--- src/rtl/input_register.sv ---
// input_register: parameterised-width operand holding register for the ALU inputs.
// Captures in_data on a rising clk edge while load is high and otherwise holds it.
// The loaded flag tells downstream logic that the operand has been written since
// the last reset.
//
// Optional feature macro: INPUT_REGISTER_PARITY_EN
//   When defined, a parity output carries the XOR of all bits of out_data.
//   The parity is taken from the register, so reset drives it to ^RESET_VALUE.
//
// Reset is asynchronous and active-high. It clears the register as soon as it is
// asserted, and it overrides a load on the same edge.
module input_register #(
  parameter int                 WIDTH       = 8,
  parameter logic [WIDTH-1:0]   RESET_VALUE = {WIDTH{1'b0}}
) (
  input  logic               clk,
  input  logic               reset,
  input  logic [WIDTH-1:0]   in_data,
  input  logic               load,
  output logic [WIDTH-1:0]   out_data,
`ifdef INPUT_REGISTER_PARITY_EN
  output logic               loaded,
  output logic               parity
`else
  output logic               loaded
`endif
);

  // Data and status live in separate flops so the status flag does not depend on
  // the data value. Loading a value equal to the current contents still sets it.
  logic [WIDTH-1:0] data_q;
  logic             loaded_q;

  // Capture in_data on a load edge. Reset clears the register asynchronously.
  always_ff @(posedge clk or posedge reset) begin
    if (reset) begin
      data_q <= RESET_VALUE;
    end else if (load) begin
      data_q <= in_data;
    end
  end

  // Set the loaded flag on the first load after reset and keep it set until the
  // next reset.
  always_ff @(posedge clk or posedge reset) begin
    if (reset) begin
      loaded_q <= 1'b0;
    end else if (load) begin
      loaded_q <= 1'b1;
    end
  end

  // Outputs come straight from the flops; in_data has no combinational path to
  // out_data.
  assign out_data = data_q;
  assign loaded   = loaded_q;

`ifdef INPUT_REGISTER_PARITY_EN
  // Even parity of the stored operand, derived combinationally from the register.
  assign parity = ^data_q;
`endif

endmodule

--- config.mk ---
export PLATFORM = sky130hd
export DESIGN_NAME = input_register
export DESIGN_NICKNAME = d
export VERILOG_FILES = /design/src/rtl/input_register.sv
export SDC_FILE = /design/constraint.sdc
export NUM_CORES = 1
export LEC_CHECK = 0
export BUFFER_PORTS_ARGS = -buffer_cell sky130_fd_sc_hd__buf_2
export CAP_MARGIN = 20
export CELL_PAD_IN_SITES_DETAIL_PLACEMENT = 0
export CELL_PAD_IN_SITES_GLOBAL_PLACEMENT = 1
export CORE_AREA = 4 4 41 43
export CTS_CLUSTER_SIZE = 30
export DETAILED_ROUTE_END_ITERATION = 10
export DIE_AREA = 0 0 45 47
export PLACE_DENSITY_LB_ADDON = 0.1
export SETUP_SLACK_MARGIN = 0.5
export SLEW_MARGIN = 20
export SYNTH_ARGS = -nofsm -noshare
export SYNTH_HDL_FRONTEND = slang
export SYNTH_SLANG_ARGS = --single-unit
--- constraint.sdc ---
create_clock -name clk -period 1.75 [get_ports clk]
set_input_delay 0.0875 -clock clk [delete_from_list [all_inputs] [get_ports clk]]
set_output_delay 0.0875 -clock clk [all_outputs]
set_load 0.1 [all_outputs]
==> metrics.yaml, run 1 <==
placement:
  place_hpwl_um: 545
  place.gp.congestion: 0.629
  placement.io_buffers: 19
finish:
  areaGrowthSynthToFinish_pct: 40.6
  final_util: 0.396
  n_antenna_cell: 0
  final_common_cell: "sky130_fd_sc_hd__buf_2"
  share_of_post_route_cells_with_drive_strength_above_1: 0.884
  nNetsFinal: 55
  mostFrequentLayoutCells: "sky130_fd_sc_hd__buf_2 (19), sky130_fd_sc_hd__mux2_4 (8), sky130_fd_sc_hd__dfrtp_2 (8)"
timing:
  slew_headroom: 0.678
  setup_viol_count_final: 0
  max_clock_freq_mhz: 893
  worst_slew_pin_slew_ps: 486
  finClkSkew_ps: 0
  min_period_ps: 1120
  final.setup.tns_ps: 0
  final.period_utilization: 0.640
  worst_hold_slack_ps: 63.1
  final_max_slew_viol_count: 0
  finalHoldViolCount: 0
  setup_repair_after_global_routing_missed_its_margin: "false"
worst_hold_path:
  hold_class: "input pin to register"
detailed_routing:
  avgRoutedWirePerCell_um: 12.1
  dr.pass1.iters: 3
  detail_route.wirelength_um: 701
  routed-via-count: 245
  ant_nets: 0
  vias_cell: 4.22
  drtIter0Drc: 1
  drt_drc_violations_left: 0
worst_setup_path:
  critical_path.cell_chain: "buf_2"
  critical_path.max_stage_delay_ps: 420
  worstPathArrival_ps: 1030
  worst-path-buf-inv: 1
  worst_path_max_delay_cell: "sky130_fd_sc_hd__buf_2"
  critical_path.endpoint_type: "output pin"
  cpLargestDelayFamily: "buffers and inverters"
  critical_path_start_type: "register"
  path_class: "register to output pin"
  worst-path-max-fanout: 2
  critical_path_required_ps: 1660
floorplan:
  core_area_um2: 1300
  floorplan.io_pins: 20
  die_x_um: 45
  initial_core_util: 0.282
  die_h_um: 47
  floorplan.die_area_um2: 2120
  num_rows: 13
power:
  ir_worst_vdd_uv: 479
  p_leak_nw: 0.258
  totalPowerFinal_w: 0.000605
  power-per-cell-area_nw_per_um2: 1170
synth:
  warning_count_from_the_yosys_run: 0
  avgSynthCellArea_um2: 18.3
  netlist_instances: 20
  seq_area_frac_synth: 0.614
  synth_cell_types: 5
  synth_fp_nets: 31
  seq_cells_post_synth: 9
  synthesis.area_um2: 367
global_routing:
  globalRouteOverflowTotal: 0
  initial_antenna_violation_count: 0
  vias_in_the_first_global_route: 225
  globalRouteTotalUtil: 0.0735
  grt_max_degree: 10
  grt_pass1_wl_mm: 1.06
clock_tree:
  cts-root-to-sink-buffers: 2
  numCtsBuffers: 3
  hold_buffers: 1
  numClockSinks: 9
  htree_num_levels: 1
  clk_root_buffer_cell: "sky130_fd_sc_hd__clkbuf_4"
  insertion_delay_ps: 250
  cts_post_setup_buffers_inserted: 0
  cts.reportedPaths.clkPinSlew_ps: 60
  post_cts_resized: 0
  tritoncts_clock_tree: "yes"
job:
  max_cap_viol_count: 0
run_status:
  outcome: "complete, no violations"
## Yosys cell counts
library cell | number | area share
sky130_fd_sc_hd__buf_6 | 1 | 0.031
sky130_fd_sc_hd__inv_1 | 1 | 0.010
sky130_fd_sc_hd__mux2_4 | 8 | 0.33
sky130_fd_sc_hd__or2_1 | 1 | 0.017
sky130_fd_sc_hd__dfrtp_1 | 9 | 0.61
## kinds of logic after synthesis
logic type,synth area share
buf+inv,0.0409
mux,0.328
flops,0.614
simple gates,0.0171
## report_power, final
| group | switching (W) | internal (W) |
|---|---|---|
| combinational | 0.000164 | 0.0000489 |
| sequential | 0.00000932 | 0.000230 |
| clock | 0.0000663 | 0.0000875 |
## state kept, by name (all words and copies together), names as in the netlist
name,count
out_data,8
loaded,1
## per-layer routing
layer | part of all wire | global-route usage
met1 | 0.45 | 0.0986
met2 | 0.41 | 0.0932
met3 | 0.14 | 0.0307
met4 | 0 | 0.0526
met5 | 0 | 0
## per-stage QoR
stage | instances | worst slack (ps) | instance area [um^2]
after global placement | 53 | 909 | 479
after global routing | 58 | 588 | 515
after CTS | 58 | 614 | 515
after detailed placement | 53 | 900 | 479
after floorplan | 20 | 561 | 377
final | 58 | 630 | 515
## final cells by class
cell class                 count  area, um^2
timing repair buffer          20         105
tap                           15        18.8
inverter                       1        3.75
sequential                     9         235
fill                         133         786
multi-input combinational      9         126
clock buffer                   4        26.3
## final timing paths
check,from,endpoint,slack (ps),cells after the start
max,out_data[4]$_DFFE_PP0P_,out_data[4],630,1
min,in_data[6],out_data[6]$_DFFE_PP0P_,60,2
max reg2reg,out_data[4]$_DFFE_PP0P_,out_data[4]$_DFFE_PP0P_,970,1
min reg2reg,loaded$_DFFE_PP0P_,loaded$_DFFE_PP0P_,470,1
max in group asynchronous,reset,out_data[1]$_DFFE_PP0P_,1150,3
min in group asynchronous,reset,loaded$_DFFE_PP0P_,340,3
Power figures use the tool's default switching activity.
==> run 2: changes to the inputs <==
--- a/config.mk
+++ b/config.mk
@@ -9,10 +9,10 @@
 export CAP_MARGIN = 20
 export CELL_PAD_IN_SITES_DETAIL_PLACEMENT = 0
 export CELL_PAD_IN_SITES_GLOBAL_PLACEMENT = 1
-export CORE_AREA = 4 4 41 43
+export CORE_MARGIN = 4
+export CORE_UTILIZATION = 28
 export CTS_CLUSTER_SIZE = 30
 export DETAILED_ROUTE_END_ITERATION = 10
-export DIE_AREA = 0 0 45 47
 export PLACE_DENSITY_LB_ADDON = 0.1
 export SETUP_SLACK_MARGIN = 0.5
 export SLEW_MARGIN = 20
==> constraint.sdc (replaced) <==
create_clock -name clk -period 0.9 [get_ports clk]
set_input_delay 0.045 -clock clk [delete_from_list [all_inputs] [get_ports clk]]
set_output_delay 0.045 -clock clk [all_outputs]
set_load 0.1 [all_outputs]
==> metrics.yaml, run 2 (synthesized netlist as in run 1, its figures left out) <==
worst_setup_path:
  cpLargestDelayFamily: "flip-flops"
  critical_path.cell_chain: "buf_6 > buf_12"
  critical_path.endpoint_type: "output pin"
  critical_path_required_ps: 850  # -810 ps
  worst_setup_path_endpoint: "out_data[2]"
  worstPathArrival_ps: 1010  # -20 ps
  critical_path_start_type: "register"
  total_stage_count_of_the_critical_path: 2  # +1
  worst-path-max-fanout: 2  # unchanged
  setup.reg_to_reg.worst_slack_ps: -90  # -1060 ps
  rr_worst_depth: 2  # +1
  rr_endpoint: "out_data[2]$_DFFE_PP0P_"
  reg2reg_from: "out_data[2]$_DFFE_PP0P_"
  cp-startpoint: "out_data[2]$_DFFE_PP0P_"
  critical_path.max_stage_delay_ps: 480  # +60 ps
  path_class: "register to output pin"
  worst-path-buf-inv: 2  # +1
  worst_path_max_delay_cell: "sky130_fd_sc_hd__dfrtp_4"
detailed_routing:
  dr.pass1.iters: 1  # -2
  detail_route.wirelength_um: 793  # +13%
  avgRoutedWirePerCell_um: 12.6  # +4.1%
  routed-via-count: 263  # +7.3%
  drtIter0Drc: 0  # -1
  routed-wl-met2_um: 445  # +53%
  top_layer: "met3"
  vias_cell: 4.17  # -1.2%
  met3_wirelength_um: 46  # -53%
  ant_nets: 0  # unchanged
  drt_drc_violations_left: 0  # unchanged
  m1WireLength_um: 300  # -3.8%
timing:
  setup_repair_after_global_routing_missed_its_margin: "true"
  worst_hold_slack_ps: -267  # -330 ps
  finalHoldViolCount: 9  # +9
  min_period_ps: 1060
  postLayoutSetupSlackWorst_ps: -157  # -787 ps
  final.period_utilization: 1.17
  worst_slew_pin_slew_ps: 329  # -157 ps
  max_clock_freq_mhz: 946
  slew_headroom: 0.781  # +0.103
  final.setup.tns_ps: -1140  # -1140 ps
  finClkSkew_ps: 0  # unchanged
  final_max_slew_viol_count: 0  # unchanged
  setup_viol_count_final: 11  # +11
finish:
  final_cells: 63  # +8.6%
  area.sequential_um2: 259  # +10%
  mostFrequentLayoutCells: "sky130_fd_sc_hd__buf_2 (10), sky130_fd_sc_hd__dfrtp_4 (9), sky130_fd_sc_hd__buf_12 (9)"
  nNetsFinal: 61  # +11%
  areaGrowthSynthToFinish_pct: 101
  max_ffs_per_register: 8  # unchanged
  n_antenna_cell: 0  # unchanged
  post-route-cell-area_um2: 738  # +43%
  final_util: 0.630  # +0.234
  final_common_cell: "sky130_fd_sc_hd__buf_2"
  share_of_post_route_cells_with_drive_strength_above_1: 0.939  # +0.0551
  final_layout_fill_cell_count: 95  # -29%
  multi_input_area_um2: 126  # unchanged
run_status:
  failed_checks: "hold timing, setup timing"
  outcome: "finished with violations"
global_routing:
  globalRouteOverflowTotal: 0  # unchanged
  grt_max_degree: 10  # unchanged
  globalRouteTotalUtil: 0.107  # +0.0331
  vias_in_the_first_global_route: 311  # +38%
  initial_antenna_violation_count: 0  # unchanged
  grt_pass1_wl_mm: 1.45  # +36%
power:
  p_sw_frac: 0.360  # -0.0351
  ir_worst_vdd_uv: 826  # +72%
  power-per-cell-area_nw_per_um2: 1900  # +62%
  totalPowerFinal_w: 0.00140  # +130%
  reg_power_frac: 0.355  # -0.040
  p_leak_nw: 0.348  # +35%
  comb_power_share: 0.431  # +0.080
  switchingPower_w: 0.000505  # +110%
  power_report.internal_total_w: 0.000897  # +140%
  power_frac_clock: 0.214  # -0.040
floorplan:
  die_x_um: 44.2  # -1.8%
  floorplan.io_pins: 20  # unchanged
  floorplan.die_area_um2: 1950  # -7.7%
  die_h_um: 44.2  # -6.0%
  num_rows: 12  # -1
  core_area_um2: 1170  # -10%
  initial_core_util: 0.313  # +0.0313
clock_tree:
  insertion_delay_ps: 250  # about the same
  tritoncts_clock_tree: "yes"
  numCtsBuffers: 3  # unchanged
  cts.reportedPaths.clkPinSlew_ps: 60  # about the same
  clk_root_buffer_cell: "sky130_fd_sc_hd__clkbuf_4"
  htree_num_levels: 1  # unchanged
  numClockSinks: 9  # unchanged
  cts-root-to-sink-buffers: 2  # unchanged
job:
  max_cap_viol_count: 0  # unchanged
worst_hold_path:
  hold_class: "input pin to asynchronous set/reset pin"
placement:
  dpl_cell_area_um2: 674  # +41%
  place.gp.congestion: 0.597  # -5.1%
  dpl.cell_count: 57  # +7.5%
  placement.io_buffers: 19  # unchanged
[run 2: timing repair]
action,4_1_cts,5_1_grt
setup endpoints to repair,18,18
setup buffers,2,0
hold endpoints to repair,9,9
resized for setup,6,0
[run 2: area by class of cell]
cell class              count  area share
flip-flops and latches      9       0.351
well taps                  14      0.0237
inverters                   1     0.00508
multi-input cells           9       0.171
clock buffers               4      0.0356
repair buffers             26       0.414
[run 2: power by group through the flow]
stage	sequential [W]	combinational (W)	clock [W]
6_report	0.000497	0.000604	0.000300
2_1_floorplan	0.000763	0.0000772	0
4_1_cts	0.000497	0.000610	0.000318
3_3_place_gp	0.000498	0.000574	0
3_5_place_dp	0.000500	0.000579	0
5_1_grt	0.000503	0.000624	0.000344
[run 2: worst min-delay path by stage]
stage / start / end / slack, ps / depth (start not counted)
6_report: reset / out_data[5]$_DFFE_PP0P_ / -270 / 2
3_3_place_gp: reset / loaded$_DFFE_PP0P_ / 7 / 2
4_1_cts: reset / out_data[2]$_DFFE_PP0P_ / -270 / 2
5_1_grt: reset / out_data[6]$_DFFE_PP0P_ / -250 / 2
2_1_floorplan: reset / loaded$_DFFE_PP0P_ / -130 / 1
3_5_place_dp: reset / loaded$_DFFE_PP0P_ / 10 / 2
[run 2: per-layer routing]
| layer | track usage | vias to the layer above |
|---|---|---|
| li1 | - | 124 |
| met1 | 0.117 | 128 |
| met2 | 0.180 | 11 |
| met3 | 0.0244 | 0 |
| met4 | 0.0723 | 0 |
| met5 | 0 | - |
[run 2: stage by stage]
stage	hold WS (ps)	worst slack, ps
3_5_place_dp	12.1	32.7
2_1_floorplan	-127	-127
3_3_place_gp	7.32	41.5
4_1_cts	-270	-168
6_report	-267	-157
5_1_grt	-253	-190
